<file path="src/rtl/mem_arbiter_pkg.sv">
// Shared types for the two-master data-memory arbiter.
// Holds the FSM encoding, the word width and an alignment helper.
package mem_arbiter_pkg;

    localparam int WORD_W = 32;

    typedef logic [WORD_W-1:0] word_t;

    typedef enum logic [1:0] {
        ST_IDLE   = 2'd0,
        ST_ACCESS = 2'd1,
        ST_DONE   = 2'd2
    } state_e;

    function automatic logic is_aligned(input word_t a);
        return a[1:0] == 2'b00;
    endfunction

endpackage

</file>
<file path="src/rtl/mem_arbiter_rr_arbiter2.sv">
// Two-way round-robin grant: contention goes to the master not granted last.
// A sole requester always wins; grant is the index of the winner.
module rr_arbiter2 (
    input  logic [1:0] req,
    input  logic       last,
    output logic       grant
);

    always_comb begin
        grant = 1'b0;
        if (req == 2'b11) begin
            grant = ~last;
        end else begin
            grant = req[1];
        end
    end

endmodule

</file>
<file path="src/rtl/mem_arbiter.sv">
// Arbitrates two masters onto one data-memory port with a fixed number
// of wait states per access; misaligned requests complete with err.
module mem_arbiter
    import mem_arbiter_pkg::*;
#(
    parameter int unsigned WAIT_STATES = 1
) (
    input  logic              clk,
    input  logic              rst,
    input  logic              m0_req,
    input  logic              m0_we,
    input  logic [WORD_W-1:0] m0_addr,
    input  logic [WORD_W-1:0] m0_wdata,
    output logic              m0_ack,
    output logic              m0_err,
    output logic [WORD_W-1:0] m0_rdata,
    input  logic              m1_req,
    input  logic              m1_we,
    input  logic [WORD_W-1:0] m1_addr,
    input  logic [WORD_W-1:0] m1_wdata,
    output logic              m1_ack,
    output logic              m1_err,
    output logic [WORD_W-1:0] m1_rdata,
    output logic [WORD_W-1:0] mem_addr,
    output logic [WORD_W-1:0] mem_wdata,
    output logic              mem_read,
    output logic              mem_write,
    input  logic [WORD_W-1:0] mem_rdata
);

    localparam logic [3:0] CNT_INIT = 4'(WAIT_STATES);

    state_e     state_q, state_d;
    logic [3:0] cnt_q, cnt_d;
    logic       last_q, last_d;
    logic       gnt_q, gnt_d;
    logic       we_q, we_d;
    logic       err_q, err_d;
    word_t      addr_q, addr_d;
    word_t      wdata_q, wdata_d;
    word_t      rdata0_q, rdata0_d;
    word_t      rdata1_q, rdata1_d;

    logic       sel;
    logic       sel_we;
    word_t      sel_addr;
    word_t      sel_wdata;
    logic       in_access;
    logic       in_done;

    rr_arbiter2 u_rr (
        .req   ({m1_req, m0_req}),
        .last  (last_q),
        .grant (sel)
    );

    always_comb begin
        sel_we    = sel ? m1_we    : m0_we;
        sel_addr  = sel ? m1_addr  : m0_addr;
        sel_wdata = sel ? m1_wdata : m0_wdata;
    end

    always_comb begin
        state_d  = state_q;
        cnt_d    = cnt_q;
        last_d   = last_q;
        gnt_d    = gnt_q;
        we_d     = we_q;
        err_d    = err_q;
        addr_d   = addr_q;
        wdata_d  = wdata_q;
        rdata0_d = rdata0_q;
        rdata1_d = rdata1_q;
        unique case (state_q)
            ST_IDLE: begin
                if (m0_req || m1_req) begin
                    gnt_d  = sel;
                    last_d = sel;
                    if (is_aligned(sel_addr)) begin
                        we_d    = sel_we;
                        addr_d  = sel_addr;
                        wdata_d = sel_wdata;
                        err_d   = 1'b0;
                        cnt_d   = CNT_INIT;
                        state_d = ST_ACCESS;
                    end else begin
                        // Misaligned: bypass memory, report err on ack.
                        err_d   = 1'b1;
                        state_d = ST_DONE;
                    end
                end
            end
            ST_ACCESS: begin
                if (cnt_q == 4'd0) begin
                    state_d = ST_DONE;
                    if (!we_q && !gnt_q) rdata0_d = mem_rdata;
                    if (!we_q &&  gnt_q) rdata1_d = mem_rdata;
                end else begin
                    cnt_d = cnt_q - 4'd1;
                end
            end
            ST_DONE: begin
                state_d = ST_IDLE;
            end
            default: begin
                state_d = ST_IDLE;
            end
        endcase
    end

    always_ff @(posedge clk or posedge rst) begin
        if (rst) begin
            state_q  <= ST_IDLE;
            cnt_q    <= 4'd0;
            last_q   <= 1'b1;
            gnt_q    <= 1'b0;
            we_q     <= 1'b0;
            err_q    <= 1'b0;
            addr_q   <= '0;
            wdata_q  <= '0;
            rdata0_q <= '0;
            rdata1_q <= '0;
        end else begin
            state_q  <= state_d;
            cnt_q    <= cnt_d;
            last_q   <= last_d;
            gnt_q    <= gnt_d;
            we_q     <= we_d;
            err_q    <= err_d;
            addr_q   <= addr_d;
            wdata_q  <= wdata_d;
            rdata0_q <= rdata0_d;
            rdata1_q <= rdata1_d;
        end
    end

    assign in_access = (state_q == ST_ACCESS);
    assign in_done   = (state_q == ST_DONE);

    assign mem_read  = in_access && !we_q;
    assign mem_write = in_access && we_q && (cnt_q == 4'd0);
    assign mem_addr  = addr_q;
    assign mem_wdata = wdata_q;

    assign m0_ack   = in_done && !gnt_q;
    assign m1_ack   = in_done &&  gnt_q;
    assign m0_err   = m0_ack && err_q;
    assign m1_err   = m1_ack && err_q;
    assign m0_rdata = rdata0_q;
    assign m1_rdata = rdata1_q;

endmodule

</file>
<file path="config.mk">
export PLATFORM = sky130hd
export DESIGN_NAME = mem_arbiter
export DESIGN_NICKNAME = d
export VERILOG_FILES = /design/src/rtl/mem_arbiter_pkg.sv /design/src/rtl/mem_arbiter_rr_arbiter2.sv /design/src/rtl/mem_arbiter.sv
export SDC_FILE = /design/constraint.sdc
export NUM_CORES = 1
export LEC_CHECK = 0
export BUFFER_PORTS_ARGS = -buffer_cell sky130_fd_sc_hd__buf_2
export CORE_ASPECT_RATIO = 1.25
export CORE_MARGIN = 8
export CORE_UTILIZATION = 40
export DETAILED_ROUTE_END_ITERATION = 8
export HOLD_SLACK_MARGIN = 0.12
export PLACE_DENSITY = 0.71
export SKIP_LAST_GASP = 1
export SLEW_MARGIN = 25
export SYNTH_ARGS = -nofsm -noshare
export SYNTH_HDL_FRONTEND = slang
export SYNTH_SLANG_ARGS = --single-unit
</file>
<file path="constraint.sdc">
create_clock -name clk -period 5.5 [get_ports clk]
set_input_delay 0.825 -clock clk [delete_from_list [all_inputs] [get_ports clk]]
set_output_delay 0.825 -clock clk [all_outputs]
set_load 0.01 [all_outputs]
</file>
==> results of run 1 <==
-- registers in the layout (all words and copies together) (netlist names) --
register	flops
last_q	1
cnt_q	4
m1_rdata	32
we_q	1
mem_wdata	32
err_q	1
state_q	2
m0_rdata	32
gnt_q	1
mem_addr	32
-- kinds of logic after synthesis --
family,share of synthesized area
muxes,0.355
and+or+nand+nor,0.0320
adders and majority gates,0.00410
DFF,0.566
AOI/OAI and AO/OA,0.0143
buffers and inverters,0.0289
-- area by class of cell --
type,count,share of cell area
Multi-Input combinational cell,238,0.297
Clock buffer,21,0.0548
Clock inverter,10,0.0255
Sequential cell,138,0.411
Inverter,5,0.00283
Timing Repair Buffer,303,0.182
Tap cell,182,0.0271
-- per-stage QoR --
| stage | area (um^2) | hold WS, ns | utilization |
|---|---|---|---|
| final | 8400 | 0.479 | 0.562 |
| after floorplan | 6100 | 0.474 | - |
| after CTS | 8400 | 0.482 | 0.562 |
| after global placement | 7720 | 0.464 | 0.517 |
| after global routing | 8400 | 0.491 | 0.562 |
| after detailed placement | 7720 | 0.469 | 0.517 |
-- path summary, 6_finish.rpt --
check | start | to | slack [ns] | cells past startpoint
worst min register to register | m0_rdata[25]$_DFFE_PP0P_ | m0_rdata[25]$_DFFE_PP0P_ | 0.48 | 1
worst min-delay path | m0_rdata[25]$_DFFE_PP0P_ | m0_rdata[25]$_DFFE_PP0P_ | 0.48 | 1
worst max-delay path | state_q[0]$_DFFE_PP0P_ | mem_addr[20]$_DFFE_PP0P_ | 2.76 | 5
max in group asynchronous | rst | m1_rdata[10]$_DFFE_PP0P_ | 3.81 | 3
min in group asynchronous | rst | m0_rdata[8]$_DFFE_PP0P_ | 0.60 | 2
worst max register to register | state_q[0]$_DFFE_PP0P_ | mem_addr[20]$_DFFE_PP0P_ | 2.76 | 5
-- power by group --
group | leakage [nW] | internal, mW | total (mW) | switching (mW)
combinational | 2.17 | 0.879 | 1.70 | 0.820
sequential | 1.66 | 1.51 | 1.79 | 0.274
clock | 0.324 | 0.876 | 1.29 | 0.414
-- layout by cell type, fill, tap and decap left out, types with 3 or more instances in the layout --
master,count
buf_4,4
inv_1,4
bufinv_16,6
mux2_2,179
buf_2,299
mux2_1,11
a21oi_1,3
dfrtp_1,137
clkbuf_16,17
nor2_1,5
nand2_1,3
nor3b_1,4
-- worst register-to-register path, cell delays in order (launching register included) --
cell	delay (ns)
dfrtp_1	0.45
nor2_2	0.24
o21ai_1	0.24
nor2_4	0.71
buf_4	0.55
mux2_2	0.43
-- layer usage --
metal | track usage | vias up | wire [um]
met5 | 0 | - | 0
met4 | 0.0517 | 0 | 256
met3 | 0.0765 | 17 | 1780
met2 | 0.291 | 200 | 8350
met1 | 0.178 | 2162 | 6190
li1 | - | 2039 | -
==> results.md, run 1 <==
* Status: complete, no violations
* Hold Violations, Final at 0
* Clk Latency, worst-skew pair at around 0.40 ns
* Ys Warns at 0
* CP max stage delay at 0.71 ns
* Seq cells post-synth at 138
* Clock tree buffer depth at 2
* H-tree Lvls at 4
* Initial antenna violation count at 0
* CP max-delay cell: nor2_4
* DR WL/cell at 18.5 um
* Final Critical Period at around 2.7 ns
* Core area at ~15,000 um^2
* Dpl cells at between 800 and 900
* Leak at 4.16 nW
* Placement Setup Slack at 2.48 ns
* Number of setup violations in the final report at 0
* GRT Overall Usage at 0.168
* Share of Yosys cell area claimed by the top area cell type at 0.562
* Antenna viol nets, final at 0
* Synth area leader: dfrtp_1
* CTS tree: built
* Layout Cells excl Fill at 897
* Post-CTS resize count at 0
* CP delay by family, top: simple AND/OR/NAND/NOR gates
* Peak supply drop at 0.300 mV
* Post-synth cell types at 34
* IO Port Bufs at 299
* Number of synthesized flops with an enable pin at 0
* Die Wd at 126 um
* Synthesized cell area at between 6000 and 7000 um^2
* Final Power at about 4.8 mW
* Nets at 871
* Global-route wire length before repair at 26,300 um
* Iter 0 DRT Violations at ~160
* Routed wire length at 16,600 um
* Vias in the first global route at 4,916
* Setup Buffers After CTS at 0
* Antenna diodes at 0
* Critical-path cell list: nor2_2 > o21ai_1 > nor2_4 > buf_4 > mux2_2
* Synth async-reset ratio at 1.00
* Slew Limit Fails at 0
* Cts bufs inserted at 17
* Hold_buf cts at 0
* Fmax at 0.366 GHz
* Initial core utilization at 0.408
* Clk_skew at 0.00766 ns
* TritonRoute pass-1 iters at 4
* Clock Sinks at between 100 and 150
* Worst-path clk slew at roughly 0.060 ns
* Routability Congestion at approximately 0.84
* Fillcell total at 1,271
* Total number of vias at approximately 4,400
* MaxCap Viol Count at 0
* RSZ-0062 raised after global routing: no
* Final worst slack at 2.76 ns
* Cell count after synthesis at roughly 400
* Max FO, Critical Path at 38
* Overflow after GRT at 0
* Die Footprint at 19,500 um^2
* Post-synthesis sequential area ratio at 0.566
* Syn avg cell area at 15.2 um^2
* Most common cell in the netlist: mux2_2
* CP Launch Type: flip-flop
* Top post-synthesis cells by count: mux2_2 (179), dfrtp_1 (137), mux2_1 (11), buf_2 (9), buf_6 (8)
* Rows at 50
* CP bufs+invs at 1
* DRC Markers at 0
* Share of layout cells above drive strength 1 at 0.727
* Pin count of the biggest net entering global routing at 97
* Crit path required time at 5.78 ns
* Power Dens Cells at 569 nW/um^2
* Hold WC Path Type: reg2reg
* Root Driver: clkbuf_16
* Final period util at 0.497
* Post-Syn Nets at between 500 and 600
* Kind of critical path: reg2reg
* Worst slew pin tran at about 0.84 ns
* Via/cell ratio at 4.93
* Multi-input logic area at 2490 um^2
* Ports at 300
* Detailed placement HPWL at 13,000 um
* Slew HR at 0.440
* WP data arrival at between 3 and 4 ns
* Sequential Area at 3450 um^2
* Ys flop type: dfrtp_1
* Layout overhead on the synthesized area at 37.6%
* Critical path endpoint category: flip-flop
* Largest cells by area after synthesis: dfrtp_1 (56%), mux2_2 (33%), mux2_1 (2.0%), buf_6 (1.5%), buf_2 (0.74%)
* Setup TNS at 0 ns
* Die H at 154 um
(Power assumes the default switching activity.)
==> run 2, diff against run 1 <==
--- a/config.mk
+++ b/config.mk
@@ -11,7 +11,7 @@
 export CORE_UTILIZATION = 40
 export DETAILED_ROUTE_END_ITERATION = 8
 export HOLD_SLACK_MARGIN = 0.12
-export PLACE_DENSITY = 0.71
+export PLACE_DENSITY = 0.74
 export SKIP_LAST_GASP = 1
 export SLEW_MARGIN = 25
 export SYNTH_ARGS = -nofsm -noshare
==> constraint.sdc (replaced) <==
create_clock -name clk -period 2.3 [get_ports clk]
set_input_delay 0.345 -clock clk [delete_from_list [all_inputs] [get_ports clk]]
set_output_delay 0.345 -clock clk [all_outputs]
set_load 0.01 [all_outputs]
==> results.md, run 2 (synthesis gave the netlist of run 1 again) <==
* Slew Limit Fails at 0 (unchanged)
* Hold_buf cts at 0 (unchanged)
* Routed wire length at 16,800 um (was 16,600 um)
* Vias in the first global route at 5,044 (was 4,916)
* Number of setup violations in the final report at 0 (unchanged)
* Worst slew pin tran at 0.769 ns (was 0.840 ns)
* GRT Max-Usage Layer: met2 (unchanged)
* RSZ-0062 raised after global routing: no (unchanged)
* Setup Buffers After CTS at 0 (unchanged)
* Share of layout cells above drive strength 1 at 0.730 (was 0.727)
* Ports at 300 (unchanged)
* Core area at 15,000 um^2 (unchanged)
* Post-CTS resize count at 0 (unchanged)
* Met3 GRT Util at 0.0789 (was 0.0765)
* Routing usage on met1 at 0.166 (was 0.178)
* Commonest non-fill, non-tap cells in the layout: buf_2 (299), mux2_2 (179), dfrtp_1 (137) (unchanged)
* Clk Latency, worst-skew pair at 0.40 ns (about the same)
* Root Driver: clkbuf_16 (unchanged)
* Pin count of the biggest net entering global routing at 139 (was 97)
* Die Wd at 126 um (unchanged)
* DRC Markers at 0 (unchanged)
* Clock Sinks at 138 (unchanged)
* Slew HR at 0.487 (was 0.440)
* Die H at 154 um (unchanged)
* Comb power frac at 0.367 (was 0.356)
* Max FO, Critical Path at 4 (was 38)
* Detailed placement HPWL at 13,100 um (was 13,000 um)
* Most common cell after layout, fill and taps aside: buf_2 (unchanged)
* Core Util, Final at 0.563 (was 0.562)
* Crit path required time at 1.96 ns (was 5.78 ns)
* Final worst slack at 0.324 ns (was 2.76 ns)
* Iter 0 DRT Violations at 134 (was 163)
* Status: complete, no violations (unchanged)
* MaxCap Viol Count at 0 (unchanged)
* Die Footprint at 19,500 um^2 (unchanged)
* Via/cell ratio at 4.87 (was 4.93)
* Clk_skew at 0.00866 ns (was 0.00766 ns)
* Final Critical Period at a little under 2 ns
* H-tree Lvls at 4 (unchanged)
* Rows at 50 (unchanged)
* Clock share of power at 0.254 (was 0.270)
* Fmax at 0.506 GHz
* Initial core utilization at 0.408 (unchanged)
* Critical path endpoint category: output port (was flip-flop)
* Initial antenna violation count at 1 (was 0)
* WP data arrival at 1.63 ns (was 3.01 ns)
* Global-route wire length before repair at 26,700 um (was 26,300 um)
* Overflow after GRT at 0 (unchanged)
* Peak supply drop at 0.709 mV (was 0.300 mV)
* TritonRoute pass-1 iters at 4 (unchanged)
* Hold Violations, Final at 0 (unchanged)
* CP Launch Type: flip-flop (unchanged)
* Nets at 874 (was 871)
* IO Port Bufs at 299 (unchanged)
* GRT Overall Usage at 0.172 (was 0.168)
* Final period util at 0.859
* Placement Setup Slack at 0.339 ns (was 2.48 ns)
* Power Dens Cells at 1330 nW/um^2 (was 569 nW/um^2)
* Worst-path clk slew at 0.06 ns (about the same)
* Setup TNS at 0 ns (unchanged)
* Leak at 4.16 nW (about the same)
* DR WL/cell at 18.6 um (was 18.5 um)
* Psw at 3.68 mW (was 1.51 mW)
* Layout overhead on the synthesized area at 38.0% (was 37.6%)
* Antenna viol nets, final at 0 (unchanged)
* Hold WC Path Type: in2async (was reg2reg)
* Flop pwr share at 0.379 (was 0.374)
* Switching share of power at 0.328 (was 0.316)
* Total number of vias at 4,394 (was 4,418)
* Kind of critical path: reg2out (was reg2reg)
* Routability Congestion at 0.902 (was 0.836)
* Internal cell power at 7.53 mW (was 3.27 mW)
* Met2 Use GR at 0.315 (was 0.291)
* CTS tree: built (unchanged)
* Clock tree buffer depth at 2 (unchanged)
* Cts bufs inserted at 17 (unchanged)
## run 2: cell types whose count changed in the layout (fill, tap and decap cells not counted), sizes merged
cell    before  now
buf        303  306
bufinv       6    3
clkbuf      21   19
clkinv       2    5
diode        0    1
inv          6    9
## run 2: worst paths after layout
kind                                                from                       end  slack (ns)  cells after the start
worst max-delay path                cnt_q[0]$_DFFE_PP0P_                 mem_write        0.32                      5
worst min-delay path                                 rst  mem_wdata[6]$_DFFE_PP0P_         0.1                      3
worst max register to register      cnt_q[0]$_DFFE_PP0P_   m1_rdata[8]$_DFFE_PP0P_        0.33                      7
worst min register to register  mem_wdata[4]$_DFFE_PP0P_  mem_wdata[4]$_DFFE_PP0P_        0.48                      1
max in group asynchronous                            rst  mem_wdata[3]$_DFFE_PP0P_        1.57                      3
min in group clk                           mem_rdata[10]  m0_rdata[10]$_DFFE_PP0P_        0.18                      2
## run 2: worst max-delay path, stage by stage (launching register included)
cell and delay (ns):
dfrtp_1 0.40, inv_1 0.09, ha_1 0.16, nor3b_1 0.23, and3_1 0.20, buf_2 0.16
## run 2: power by group through the flow
stage / sequential [mW] / clock (mW) / combinational (mW)
after global placement: 4.21 / 0 / 4.07
after CTS: 4.26 / 2.95 / 4.22
after detailed placement: 4.29 / 0 / 4.23
after floorplan: 4.76 / 0 / 1.82
after global routing: 4.40 / 3.06 / 4.47
final: 4.25 / 2.85 / 4.11
## run 2: area by class of cell
cell class | count | area, um^2
inverters | 5 | 22.5
flip-flops and latches | 138 | 3450
clock buffers | 19 | 443
well taps | 182 | 228
diodes | 1 | 2.50
repair buffers | 306 | 1600
fillers | 1225 | 6530
multi-input cells | 238 | 2490
clock inverters | 13 | 183
## run 2: routing by layer
metal | share of wire | vias to the layer above
li1 | - | 2054
met1 | 0.36 | 2122
met2 | 0.53 | 199
met3 | 0.099 | 19
met4 | 0.015 | 0
met5 | 0 | -
## run 2: through the flow
stage               area (um^2)  power (mW)  hold slack [ns]  instances
floorplan                  6110        6.58            0.415        401
global placement           7790        8.29            0.465        869
detailed placement         7790        8.51            0.472        869
CTS                        8420        11.4            0.155        901
global route               8420        11.9            0.166        902
finish                     8420        11.2           0.0959        902
